$ cat src/rtl/multicycle_control_unit_if.sv
// Bus bundle between the multicycle control unit (master) and the core datapath/memories (slave).
interface multicycle_control_unit_if #(
    parameter int DATA_WIDTH  = 32,
    parameter int INSTR_WIDTH = 32
);
    logic                   instr_req;
    logic [INSTR_WIDTH-1:0] instr_in;
    logic                   instr_valid;
    logic [DATA_WIDTH-1:0]  pc_in;
    logic [DATA_WIDTH-1:0]  regin1;
    logic [DATA_WIDTH-1:0]  regin2;
    logic [DATA_WIDTH-1:0]  aluin;
    logic [DATA_WIDTH-1:0]  aluout1;
    logic [DATA_WIDTH-1:0]  aluout2;
    logic [DATA_WIDTH-1:0]  regout;
    logic                   write_enable;
    logic                   data_mem_req;
    logic                   data_mem_write_enable;
    logic [DATA_WIDTH-1:0]  data_mem_base_address;
    logic [DATA_WIDTH-1:0]  data_mem_offset;
    logic [DATA_WIDTH-1:0]  data_mem_write_data;
    logic [DATA_WIDTH-1:0]  data_mem_read_data;
    logic                   data_mem_ack;
    logic                   branch;
    logic [DATA_WIDTH-1:0]  offset;
    logic                   pc_update;
    logic                   illegal_op;
    logic                   busy;

    modport master (
        output instr_req, aluout1, aluout2, regout, write_enable,
               data_mem_req, data_mem_write_enable, data_mem_base_address,
               data_mem_offset, data_mem_write_data, branch, offset,
               pc_update, illegal_op, busy,
        input  instr_in, instr_valid, pc_in, regin1, regin2, aluin,
               data_mem_read_data, data_mem_ack
    );

    modport slave (
        input  instr_req, aluout1, aluout2, regout, write_enable,
               data_mem_req, data_mem_write_enable, data_mem_base_address,
               data_mem_offset, data_mem_write_data, branch, offset,
               pc_update, illegal_op, busy,
        output instr_in, instr_valid, pc_in, regin1, regin2, aluin,
               data_mem_read_data, data_mem_ack
    );
endinterface

$ cat src/rtl/multicycle_control_unit.sv
// Multi-cycle FETCH/DECODE/EXEC/MEM/WB control unit; every output is registered on the edge entering its state.
// Define ILLEGAL_OP_TRAP_EN to trap opcodes above 24 in a sticky TRAP state (default: they run as NOPs).
module multicycle_control_unit #(
    parameter int DATA_WIDTH  = 32,
    parameter int INSTR_WIDTH = 32
) (
    input  logic                      clk,
    input  logic                      rst_n,
    multicycle_control_unit_if.master bus
);
    localparam logic [2:0] FETCH  = 3'd0;
    localparam logic [2:0] DECODE = 3'd1;
    localparam logic [2:0] EXEC   = 3'd2;
    localparam logic [2:0] MEM    = 3'd3;
    localparam logic [2:0] WB     = 3'd4;
`ifdef ILLEGAL_OP_TRAP_EN
    localparam logic [2:0] TRAP   = 3'd5;
`endif
    localparam logic [5:0] OP_LOAD  = 6'd12;
    localparam logic [5:0] OP_STORE = 6'd13;
    localparam logic [5:0] OP_JMP   = 6'd20;
    localparam logic [5:0] OP_JR    = 6'd21;
    localparam logic [5:0] OP_JAL   = 6'd22;
    localparam logic [5:0] OP_LAST  = 6'd24;

    function automatic logic [DATA_WIDTH-1:0] sext16(input logic [15:0] v);
        return DATA_WIDTH'($signed(v));
    endfunction

    function automatic logic uses_imm(input logic [5:0] op);
        case (op)
            6'd4, 6'd5, 6'd8, 6'd9, 6'd10, 6'd11, 6'd24: return 1'b1;
            default:                                     return 1'b0;
        endcase
    endfunction

    function automatic logic writes_reg(input logic [5:0] op);
        return (op <= OP_LOAD) || ((op >= OP_JAL) && (op <= OP_LAST));
    endfunction

    function automatic logic is_cond_branch(input logic [5:0] op);
        return (op >= 6'd14) && (op <= 6'd19);
    endfunction

    logic [2:0]             state_r, next_state_s;
    logic [INSTR_WIDTH-1:0] ir_r;
    logic [5:0]             opcode_s;
    logic [DATA_WIDTH-1:0]  alu_r, alu_s, split_s;
    logic [DATA_WIDTH-1:0]  wb_offset_s, wb_regout_s;
    logic                   wb_branch_s, fetch_s;

    logic                   instr_req_r, busy_r, write_enable_r, pc_update_r, branch_r;
    logic                   mem_req_r, mem_we_r;
    logic [DATA_WIDTH-1:0]  aluout1_r, aluout2_r, regout_r, offset_r;
    logic [DATA_WIDTH-1:0]  mem_base_r, mem_off_r, mem_wdata_r;

    assign opcode_s = ir_r[INSTR_WIDTH-1 -: 6];
    assign fetch_s  = instr_req_r & bus.instr_valid;

    // Next-state sequencing.
    always_comb begin
        next_state_s = state_r;
        case (state_r)
            FETCH:  next_state_s = fetch_s ? DECODE : FETCH;
`ifdef ILLEGAL_OP_TRAP_EN
            DECODE: next_state_s = (opcode_s > OP_LAST) ? TRAP : EXEC;
            TRAP:   next_state_s = TRAP;
`else
            DECODE: next_state_s = EXEC;
`endif
            EXEC:   next_state_s = ((opcode_s == OP_LOAD) || (opcode_s == OP_STORE)) ? MEM : WB;
            MEM:    next_state_s = bus.data_mem_ack ? WB : MEM;
            WB:     next_state_s = FETCH;
            default: next_state_s = FETCH;
        endcase
    end

    // Write-back values; the ALU result comes straight from aluin when entering WB from EXEC.
    always_comb begin
        alu_s       = (state_r == EXEC) ? bus.aluin : alu_r;
        split_s     = sext16({ir_r[25:21], ir_r[10:0]});
        wb_branch_s = 1'b0;
        wb_offset_s = '0;
        case (opcode_s)
            OP_JMP, OP_JAL: begin
                wb_branch_s = 1'b1;
                wb_offset_s = DATA_WIDTH'(ir_r[25:0]);
            end
            OP_JR: begin
                wb_branch_s = 1'b1;
                wb_offset_s = bus.regin1;
            end
            default: begin
                if (is_cond_branch(opcode_s)) begin
                    wb_branch_s = |alu_s;
                    wb_offset_s = split_s;
                end else begin
                    wb_branch_s = 1'b0;
                    wb_offset_s = '0;
                end
            end
        endcase
        if (opcode_s == OP_LOAD) begin
            wb_regout_s = bus.data_mem_read_data;
        end else if (opcode_s == OP_JAL) begin
            wb_regout_s = bus.pc_in + DATA_WIDTH'(1'b1);
        end else begin
            wb_regout_s = alu_s;
        end
    end

    // State and instruction register.
    always_ff @(posedge clk or negedge rst_n) begin
        if (!rst_n) begin
            state_r <= FETCH;
            ir_r    <= '0;
        end else begin
            state_r <= next_state_s;
            if ((state_r == FETCH) && fetch_s) begin
                ir_r <= bus.instr_in;
            end
        end
    end

    // Output registers, each group loaded on the transition into the state that owns it.
    always_ff @(posedge clk or negedge rst_n) begin
        if (!rst_n) begin
            instr_req_r    <= 1'b0;
            busy_r         <= 1'b0;
            write_enable_r <= 1'b0;
            pc_update_r    <= 1'b0;
            branch_r       <= 1'b0;
            mem_req_r      <= 1'b0;
            mem_we_r       <= 1'b0;
            alu_r          <= '0;
            aluout1_r      <= '0;
            aluout2_r      <= '0;
            regout_r       <= '0;
            offset_r       <= '0;
            mem_base_r     <= '0;
            mem_off_r      <= '0;
            mem_wdata_r    <= '0;
        end else begin
            instr_req_r <= (next_state_s == FETCH);
            busy_r      <= (next_state_s != FETCH);
            if (state_r == DECODE) begin
                aluout1_r <= bus.regin1;
                aluout2_r <= uses_imm(opcode_s) ? DATA_WIDTH'(ir_r[15:0]) : bus.regin2;
            end
            if (state_r == EXEC) begin
                alu_r <= bus.aluin;
            end
            if ((state_r == EXEC) && (next_state_s == MEM)) begin
                mem_req_r   <= 1'b1;
                mem_we_r    <= (opcode_s == OP_STORE);
                mem_base_r  <= bus.regin2;
                mem_off_r   <= (opcode_s == OP_LOAD) ? sext16(ir_r[15:0]) : split_s;
                mem_wdata_r <= bus.regin1;
            end else if ((state_r == MEM) && bus.data_mem_ack) begin
                mem_req_r <= 1'b0;
                mem_we_r  <= 1'b0;
            end
            if (next_state_s == WB) begin
                pc_update_r    <= 1'b1;
                write_enable_r <= writes_reg(opcode_s);
                regout_r       <= wb_regout_s;
                branch_r       <= wb_branch_s;
                offset_r       <= wb_offset_s;
            end else begin
                pc_update_r    <= 1'b0;
                write_enable_r <= 1'b0;
            end
        end
    end

`ifdef ILLEGAL_OP_TRAP_EN
    logic illegal_op_r;

    // Sticky trap flag, cleared only by reset.
    always_ff @(posedge clk or negedge rst_n) begin
        if (!rst_n) begin
            illegal_op_r <= 1'b0;
        end else if (next_state_s == TRAP) begin
            illegal_op_r <= 1'b1;
        end
    end
    assign bus.illegal_op = illegal_op_r;
`else
    assign bus.illegal_op = 1'b0;
`endif

    assign bus.instr_req             = instr_req_r;
    assign bus.busy                  = busy_r;
    assign bus.aluout1               = aluout1_r;
    assign bus.aluout2               = aluout2_r;
    assign bus.regout                = regout_r;
    assign bus.write_enable          = write_enable_r;
    assign bus.data_mem_req          = mem_req_r;
    assign bus.data_mem_write_enable = mem_we_r;
    assign bus.data_mem_base_address = mem_base_r;
    assign bus.data_mem_offset       = mem_off_r;
    assign bus.data_mem_write_data   = mem_wdata_r;
    assign bus.branch                = branch_r;
    assign bus.offset                = offset_r;
    assign bus.pc_update             = pc_update_r;
endmodule

$ cat src/flat_wrapper.sv
// flat-port wrapper written by rule: the top's interface ports become plain ports
module multicycle_control_unit_flat 
#(
    parameter int DATA_WIDTH  = 32,
    parameter int INSTR_WIDTH = 32
)
  (clk, rst_n, bus_instr_req, bus_aluout1, bus_aluout2, bus_regout, bus_write_enable, bus_data_mem_req, bus_data_mem_write_enable, bus_data_mem_base_address, bus_data_mem_offset, bus_data_mem_write_data, bus_branch, bus_offset, bus_pc_update, bus_illegal_op, bus_busy, bus_instr_in, bus_instr_valid, bus_pc_in, bus_regin1, bus_regin2, bus_aluin, bus_data_mem_read_data, bus_data_mem_ack);
  multicycle_control_unit_if #(.DATA_WIDTH(DATA_WIDTH), .INSTR_WIDTH(INSTR_WIDTH)) bus_i ();
  input  logic clk;
  input  logic rst_n;
  output wire logic [$bits(bus_i.instr_req)-1:0] bus_instr_req;
  output wire logic [$bits(bus_i.aluout1)-1:0] bus_aluout1;
  output wire logic [$bits(bus_i.aluout2)-1:0] bus_aluout2;
  output wire logic [$bits(bus_i.regout)-1:0] bus_regout;
  output wire logic [$bits(bus_i.write_enable)-1:0] bus_write_enable;
  output wire logic [$bits(bus_i.data_mem_req)-1:0] bus_data_mem_req;
  output wire logic [$bits(bus_i.data_mem_write_enable)-1:0] bus_data_mem_write_enable;
  output wire logic [$bits(bus_i.data_mem_base_address)-1:0] bus_data_mem_base_address;
  output wire logic [$bits(bus_i.data_mem_offset)-1:0] bus_data_mem_offset;
  output wire logic [$bits(bus_i.data_mem_write_data)-1:0] bus_data_mem_write_data;
  output wire logic [$bits(bus_i.branch)-1:0] bus_branch;
  output wire logic [$bits(bus_i.offset)-1:0] bus_offset;
  output wire logic [$bits(bus_i.pc_update)-1:0] bus_pc_update;
  output wire logic [$bits(bus_i.illegal_op)-1:0] bus_illegal_op;
  output wire logic [$bits(bus_i.busy)-1:0] bus_busy;
  input wire logic [$bits(bus_i.instr_in)-1:0] bus_instr_in;
  input wire logic [$bits(bus_i.instr_valid)-1:0] bus_instr_valid;
  input wire logic [$bits(bus_i.pc_in)-1:0] bus_pc_in;
  input wire logic [$bits(bus_i.regin1)-1:0] bus_regin1;
  input wire logic [$bits(bus_i.regin2)-1:0] bus_regin2;
  input wire logic [$bits(bus_i.aluin)-1:0] bus_aluin;
  input wire logic [$bits(bus_i.data_mem_read_data)-1:0] bus_data_mem_read_data;
  input wire logic [$bits(bus_i.data_mem_ack)-1:0] bus_data_mem_ack;
  assign bus_instr_req = bus_i.instr_req;
  assign bus_aluout1 = bus_i.aluout1;
  assign bus_aluout2 = bus_i.aluout2;
  assign bus_regout = bus_i.regout;
  assign bus_write_enable = bus_i.write_enable;
  assign bus_data_mem_req = bus_i.data_mem_req;
  assign bus_data_mem_write_enable = bus_i.data_mem_write_enable;
  assign bus_data_mem_base_address = bus_i.data_mem_base_address;
  assign bus_data_mem_offset = bus_i.data_mem_offset;
  assign bus_data_mem_write_data = bus_i.data_mem_write_data;
  assign bus_branch = bus_i.branch;
  assign bus_offset = bus_i.offset;
  assign bus_pc_update = bus_i.pc_update;
  assign bus_illegal_op = bus_i.illegal_op;
  assign bus_busy = bus_i.busy;
  assign bus_i.instr_in = bus_instr_in;
  assign bus_i.instr_valid = bus_instr_valid;
  assign bus_i.pc_in = bus_pc_in;
  assign bus_i.regin1 = bus_regin1;
  assign bus_i.regin2 = bus_regin2;
  assign bus_i.aluin = bus_aluin;
  assign bus_i.data_mem_read_data = bus_data_mem_read_data;
  assign bus_i.data_mem_ack = bus_data_mem_ack;
  multicycle_control_unit #(.DATA_WIDTH(DATA_WIDTH), .INSTR_WIDTH(INSTR_WIDTH)) u_core (.clk(clk), .rst_n(rst_n), .bus(bus_i));
endmodule
$ cat config.mk
export PLATFORM = sky130hd
export DESIGN_NAME = multicycle_control_unit_flat
export DESIGN_NICKNAME = d
export VERILOG_FILES = /design/src/rtl/multicycle_control_unit_if.sv /design/src/rtl/multicycle_control_unit.sv /design/src/flat_wrapper.sv
export SDC_FILE = /design/constraint.sdc
export NUM_CORES = 1
export LEC_CHECK = 0
export BUFFER_PORTS_ARGS = -buffer_cell sky130_fd_sc_hd__buf_2
export CAP_MARGIN = 30
export CELL_PAD_IN_SITES_DETAIL_PLACEMENT = 0
export CELL_PAD_IN_SITES_GLOBAL_PLACEMENT = 1
export CORE_ASPECT_RATIO = 0.8
export CORE_UTILIZATION = 34
export CTS_CLUSTER_DIAMETER = 150
export DETAILED_ROUTE_END_ITERATION = 10
export MAX_ROUTING_LAYER = met4
export PLACE_DENSITY_LB_ADDON = 0.1
export SETUP_SLACK_MARGIN = 0.3
export SLEW_MARGIN = 5
export SYNTH_ARGS = -nofsm -noshare
export SYNTH_HDL_FRONTEND = slang
export SYNTH_SLANG_ARGS = --single-unit
$ cat constraint.sdc
create_clock -name clk -period 1.9 [get_ports clk]
set_input_delay 0.095 -clock clk [delete_from_list [all_inputs] [get_ports clk]]
set_output_delay 0.095 -clock clk [all_outputs]
set_load 0.05 [all_outputs]
==> results by group, run 1 <==
STA
  – Slew Limit Fails: 0
  – RSZ-0062 raised after global routing: yes
  – F_max: 528.7 MHz
  – Clock skew: 17.93 ps
  – Final min period: 1891 ps
  – Final hold slack: 13.75 ps
  – Fin crit share: 0.9955
  – Final Hold Vio Count: 0
  – Measured slew at the worst slew-check pin: 603.4 ps
  – Final setup vio count: 0
  – Rel. slew slack: 0.5977

Synth
  – Unique masters post-synth: 58
  – Cells after synthesis: 1169
  – FF+latch count, synth: 282
  – Area fraction of the dominant cell type after synthesis: 0.5660
  – Ys Warns: 0
  – Post-synthesis sequential area ratio: 0.5660
  – Synth top area cells: dfrtp_1 (57%), mux2_2 (11%), nand2_1 (7.3%)
  – Syn_area_per_cell: 10.66 um2
  – Post-Syn Area: 0.01247 mm2
  – Mapped Nets: 1366
  – Number of synthesized flops with an enable pin: 0
  – Area leader, netlist: dfrtp_1
  – Primary FF master, synth: dfrtp_1
  – Fraction of registers with async set/reset: 1.000

Worst hold path
  – WHS Endpoint: u_core.bus.regout[16]$_DFFE_PN0P_
  – Hold WC Path Type: input pin to register
  – Hold path start: bus_pc_in[16]
  – Hold Crit Depth: 3

Power and ir drop
  – Comb power frac: 0.567
  – Sw Share: 0.4882
  – Pint: 20460 uW
  – Final Power: 39970 uW
  – Static leakage: 0.009550 uW
  – Peak VDD IR: 0.001322 V
  – PD cells: 1991 mW/mm2
  – Clock power frac: 0.157
  – Sequential share of power: 0.276
  – Switch Pwr: 19520 uW

Global route
  – Vias in the first global route: 11744
  – GRT Util Overall: 0.2564
  – Busiest grt layer: met1
  – Initial antenna violation count: 1
  – Largest net degree at the start of global routing: 81
  – GRT met1 Usage: 0.3739
  – Grt met2 use: 0.3717
  – Grt total ovfl: 0
  – Met3 track demand over resource: 0.04246
  – First-pass GRT wire length: 72040 um

Worst setup path
  – CP Capture Type: register
  – Kind of critical path: register to register
  – Cells on worst reg2reg path: 6
  – WP data required: 2350 ps
  – Worst EP arrival: 2350 ps
  – Crit start category: register
  – R2R Path Start: u_core.state_r[0]$_DFF_PN0_
  – R2r endpoint: u_core.bus.regout[2]$_DFFE_PN0P_
  – Critical Path Fanout Max: 7
  – Worst R2R Setup Slack: 9 ps

Clock network
  – H-tree depth: 1
  – Clock Latency Late Sink: 570 ps
  – Total CTS buffers: 30
  – TritonCTS Sinks: 282
  – CTS tree: done
  – Clock Pin Slew Worst Setup and Hold Paths: 70 ps
  – CTS Root Cell: clkbuf_16
  – CTS Buffer Depth: 3

Layout
  – Final Instance Area: 0.02007 mm2
  – Most common cell after layout, fill and taps aside: buf_2
  – Most frequent cells in the layout: buf_2 (427), dfrtp_1 (275), nand2_1 (238)
  – Layout cells sized above 1: 0.4382
  – Multi-input gate area: 0.005503 mm2
  – FILL cells: 3220
  – Number of nets in the layout: 2053
  – Storage cell area: 0.007066 mm2
  – Area delta synth->final: 61.02%
  – Final core occ: 0.5577

Drt
  – DR vias: 11737
  – Drt wl/cell: 21.26 um
  – DR DRC count: 0
  – DR vias/cell: 4.975
  – Number of DRC markers in iteration 0: 836
  – Total wire length: 50150 um
  – DRT Pass-1 Iters: 5
  – Antenna violation net count after detailed routing: 0

Floorplan
  – Die footprint: 0.03744 mm2
  – # IOs: 428
  – Site Rows: 62
  – Die span in x: 216.1 um
  – Die height: 173.3 um
  – Core area: 0.03599 mm2
  – Starting Density: 0.3464

Place
  – Placed wire-length estimate: 33270 um
  – Placed Area: 0.01581 mm2
  – Routability Congestion: 0.8794
  – Port Buf Inserts: 426

Job
  – Max-cap violations: 0

Status
  – Status: complete, no violations
[metrics by stage]
| step | worst slack (ps) | std cells | TNS [ps] |
|---|---|---|---|
| after floorplan | 21.01 | 1169 | 0 |
| after global placement | -113.4 | 2060 | -138.1 |
| after detailed placement | -168.4 | 2060 | -293.4 |
| after CTS | 48.01 | 2323 | 0 |
| after global routing | -46.49 | 2359 | -1028 |
| final | 8.569 | 2359 | 0 |
[flip-flops by register name, summed over array words and instances (netlist names), 16 cells and up]
name,flops
u_core.alu_r,32
u_core.bus.aluout2,32
u_core.bus.data_mem_base_address,32
u_core.bus.data_mem_offset,16
u_core.ir_r,32
u_core.bus.offset,32
u_core.bus.aluout1,32
u_core.bus.data_mem_write_data,32
u_core.bus.regout,32
[final cells by class]
class,count,share of cell area
Clock buffer,45,0.04625
Inverter,10,0.002119
Multi-Input combinational cell,787,0.2741
Tap cell,480,0.02992
Clock inverter,9,0.006108
Antenna cell,1,0.0001247
Timing Repair Buffer,745,0.2894
Sequential cell,282,0.3520
[kinds of logic (layout without fill, tap and decap cells)]
kind of cell	Yosys count	after routing	synth area share
simple gates	424	428	0.1517
flops	282	282	0.5660
compound gates	188	188	0.09685
mux	146	146	0.1292
buf+inv	104	809	0.03874
xor+xnor	23	23	0.01616
fa+ha+maj	1	1	0.001003
other cells	1	2	0.0003008
[metal layers]
layer,vias up,share of wire
li1,5493,-
met1,5785,0.48
met2,391,0.44
met3,68,0.055
met4,0,0.023
met5,-,0
[power by group through the flow]
stage | sequential (uW) | combinational, uW | clock [uW]
after floorplan | 18100 | 6700 | 0
after global placement | 10900 | 19600 | 0
after detailed placement | 11000 | 19700 | 0
after CTS | 11000 | 21500 | 6410
after global routing | 11400 | 23900 | 6660
final | 11000 | 22700 | 6280
[worst max path at each step]
| stage | slack [ps] | from | depth (start not counted) | end |
|---|---|---|---|---|
| after CTS | 50 | u_core.ir_r[30]$_DFFE_PN0P_ | 6 | u_core.bus.regout[0]$_DFFE_PN0P_ |
| after global placement | -110 | u_core.ir_r[31]$_DFFE_PN0P_ | 6 | u_core.bus.regout[24]$_DFFE_PN0P_ |
| after floorplan | 20 | u_core.ir_r[30]$_DFFE_PN0P_ | 6 | u_core.bus.busy$_DFF_PN0_ |
| after global routing | -50 | u_core.ir_r[28]$_DFFE_PN0P_ | 7 | u_core.bus.aluout2[13]$_DFFE_PN0P_ |
| after detailed placement | -170 | u_core.ir_r[29]$_DFFE_PN0P_ | 6 | u_core.bus.regout[24]$_DFFE_PN0P_ |
| final | 9 | u_core.state_r[0]$_DFF_PN0_ | 6 | u_core.bus.regout[2]$_DFFE_PN0P_ |
[worst max-delay path, cell delays in order, from the launching register on]
cell     delay, ps
dfrtp_2        450
nor3b_4        290
buf_12         180
mux2_4         340
mux2i_2        170
o21ai_1         70
mux2_2         260
[Yosys cell counts (17+ instances only)]
| cell | n |
|---|---|
| nand2_1 | 242 |
| nor4_1 | 21 |
| a221oi_1 | 28 |
| mux2i_1 | 27 |
| nand4_1 | 28 |
| xor2_1 | 17 |
| dfrtp_1 | 282 |
| mux2_2 | 119 |
| nand3_1 | 18 |
| buf_4 | 17 |
| clkbuf_1 | 45 |
| nor2_1 | 70 |
| o21ai_0 | 66 |
| a21oi_1 | 36 |
[timing repair]
item,in CTS,in global routing
endpoints found under the hold margin,539,0
pin swaps,12,16
resized for setup,77,66
endpoints found under the setup margin,231,232
hold buffers,178,0
gates cloned,9,20
setup buffers,22,15
(Power assumes the default switching activity.)
==> inputs of run 2 (changes only) <==
--- a/config.mk
+++ b/config.mk
@@ -15,7 +15,7 @@
 export DETAILED_ROUTE_END_ITERATION = 10
 export MAX_ROUTING_LAYER = met4
 export PLACE_DENSITY_LB_ADDON = 0.1
-export SETUP_SLACK_MARGIN = 0.3
+export SETUP_SLACK_MARGIN = 0.4
 export SLEW_MARGIN = 5
 export SYNTH_ARGS = -nofsm -noshare
 export SYNTH_HDL_FRONTEND = slang
==> results by group, run 2 (synthesis gave the netlist of run 1 again) <==
Worst setup path
  – Cells on worst reg2reg path: 8 (was 6)
  – Crit start category: register (unchanged)
  – Critical Path Fanout Max: 6 (was 7)
  – Worst EP arrival: 2450 ps (was 2350 ps)
  – Worst R2R Setup Slack: -90 ps (was 9 ps)
  – WP data required: 2360 ps (was 2350 ps)
  – CP Capture Type: register (unchanged)
  – Kind of critical path: register to register (unchanged)

STA
  – Fin crit share: 1.046 (was 0.9955)
  – Final hold slack: 36.63 ps (was 13.75 ps)
  – Measured slew at the worst slew-check pin: 592.3 ps (was 603.4 ps)
  – Slew Limit Fails: 0 (unchanged)
  – Rel. slew slack: 0.6047 (was 0.5977)
  – F_max: 503.2 MHz (was 528.7 MHz)
  – Final Hold Vio Count: 0 (unchanged)
  – Final min period: 1987 ps (was 1891 ps)
  – RSZ-0062 raised after global routing: yes (unchanged)
  – Final WS setup: -87.23 ps (was 8.569 ps)
  – Clock skew: 31.58 ps (was 17.93 ps)
  – Final setup vio count: 93 (was 0)

Global route
  – Met3 track demand over resource: 0.04684 (was 0.04246)
  – Initial antenna violation count: 1 (unchanged)
  – GRT met1 Usage: 0.3531 (was 0.3739)
  – First-pass GRT wire length: 71970 um (was 72040 um)
  – Grt met2 use: 0.3864 (was 0.3717)
  – Grt total ovfl: 0 (unchanged)
  – Busiest grt layer: met2 (was met1)
  – Largest net degree at the start of global routing: 81 (unchanged)
  – Vias in the first global route: 12010 (was 11744)
  – GRT Util Overall: 0.2564 (about the same)

Floorplan
  – # IOs: 428 (unchanged)
  – Die span in x: 216.1 um (unchanged)
  – Core area: 0.03599 mm2 (unchanged)
  – Die footprint: 0.03744 mm2 (unchanged)
  – Site Rows: 62 (unchanged)
  – Die height: 173.3 um (unchanged)
  – Starting Density: 0.3464 (unchanged)

Layout
  – Most common cell after layout, fill and taps aside: buf_2 (unchanged)
  – Number of nets in the layout: 2094 (was 2053)
  – Final core occ: 0.5918 (was 0.5577)
  – Layout cells sized above 1: 0.4956 (was 0.4382)
  – Area delta synth->final: 70.87% (was 61.02%)
  – Final Instance Area: 0.02130 mm2 (was 0.02007 mm2)
  – Most frequent cells in the layout: buf_2 (410), dfrtp_1 (274), nand2_1 (212) (was buf_2 (427), dfrtp_1 (275), nand2_1 (238))

Drt
  – Antenna violation net count after detailed routing: 0 (unchanged)
  – Drt wl/cell: 21.70 um (was 21.26 um)
  – DR DRC count: 0 (unchanged)
  – DR vias: 12117 (was 11737)
  – DRT Pass-1 Iters: 5 (unchanged)
  – Number of DRC markers in iteration 0: 759 (was 836)
  – DR vias/cell: 5.049 (was 4.975)
  – Total wire length: 52080 um (was 50150 um)

Job
  – Max-cap violations: 0 (unchanged)

Clock network
  – CTS tree: done (unchanged)
  – TritonCTS Sinks: 282 (unchanged)
  – CTS Root Cell: clkbuf_16 (unchanged)
  – Clock Pin Slew Worst Setup and Hold Paths: 70 ps (about the same)
  – CTS Buffer Depth: 3 (unchanged)
  – H-tree depth: 1 (unchanged)
  – Total CTS buffers: 31 (was 30)
  – Clock Latency Late Sink: 600 ps (was 570 ps)

Worst hold path
  – Hold Crit Depth: 4 (was 3)
  – Hold WC Path Type: input pin to register (unchanged)

Place
  – Placed wire-length estimate: 32380 um (was 33270 um)
  – Routability Congestion: 0.8719 (was 0.8794)
  – Port Buf Inserts: 426 (unchanged)
  – Placed Area: 0.01588 mm2 (was 0.01581 mm2)
  – Pre-CTS setup slack: -1.129 ps (was -168.4 ps)

Power and ir drop
  – Final Power: 43360 uW (was 39970 uW)
  – Peak VDD IR: 0.0009673 V (was 0.001322 V)
  – PD cells: 2035 mW/mm2 (was 1991 mW/mm2)
  – Static leakage: 0.01010 uW (was 0.009550 uW)

Status
  – Status: complete, but fails checks (was complete, no violations)
  – Failing checks: negative setup slack
-- run 2: cell count changes in the layout (fill, tap and decap cells not counted), sizes merged --
cell         before  now
nand2           244  242
buf             554  588
bufinv            3    4
or2               2    1
bufbuf            1    0
clkinv            7    4
dlygate4sd3     178  182
clkbuf           57   66
-- run 2: worst max-delay path: stages, from the launching register on --
cell	delay [ps]
dfrtp_2	400
nand3b_1	190
or3_4	370
a21oi_4	200
clkinv_4	110
buf_12	160
buf_12	140
nand4_1	190
o211ai_2	110
-- run 2: cell type report --
cell class / count / area, um2
fill: 3092 / 14690
sequential: 282 / 7067
timing repair buffer: 788 / 6499
multi-input combinational: 784 / 5988
clock buffer: 48 / 949.7
tap: 480 / 600.6
clock inverter: 7 / 150.1
inverter: 10 / 46.29
antenna: 1 / 2.502
-- run 2: routing by layer --
| metal | routed length (um) | share of wire | vias up |
|---|---|---|---|
| li1 | - | - | 5584 |
| met1 | 24120 | 0.46 | 6027 |
| met2 | 23510 | 0.45 | 419 |
| met3 | 3059 | 0.059 | 87 |
| met4 | 1383 | 0.027 | 0 |
| met5 | 0 | 0 | - |
-- run 2: where the power goes --
group          switching, uW  internal (uW)
logic                  16200           9570
registers               2020           9000
clock network           2580           3960
-- run 2: stage by stage --
stage	std cells	setup TNS, ps
6_report	2400	-2207
5_1_grt	2400	-10480
4_1_cts	2343	0
3_5_place_dp	2061	-1.129
3_3_place_gp	2061	0
2_1_floorplan	1169	0
-- run 2: worst paths after layout --
path | from | endpoint
setup / recovery | u_core.ir_r[30]$_DFFE_PN0P_ | u_core.bus.regout[25]$_DFFE_PN0P_
hold / removal | bus_pc_in[18] | u_core.bus.regout[19]$_DFFE_PN0P_
setup reg to reg | u_core.ir_r[30]$_DFFE_PN0P_ | u_core.bus.regout[25]$_DFFE_PN0P_
hold reg to reg | u_core.bus.aluout1[31]$_DFFE_PN0P_ | u_core.bus.aluout1[31]$_DFFE_PN0P_
max in group asynchronous | rst_n | u_core.bus.data_mem_base_address[10]$_DFFE_PN0P_
min in group asynchronous | rst_n | u_core.bus.aluout1[18]$_DFFE_PN0P_
-- run 2: timing repair --
item	4_1_cts	5_1_grt
resized for setup	106	249
hold endpoints to repair	541	0
gates cloned	10	24
setup endpoints to repair	234	291
hold buffers	182	0
pin swaps	29	79
buffers inserted	35	32
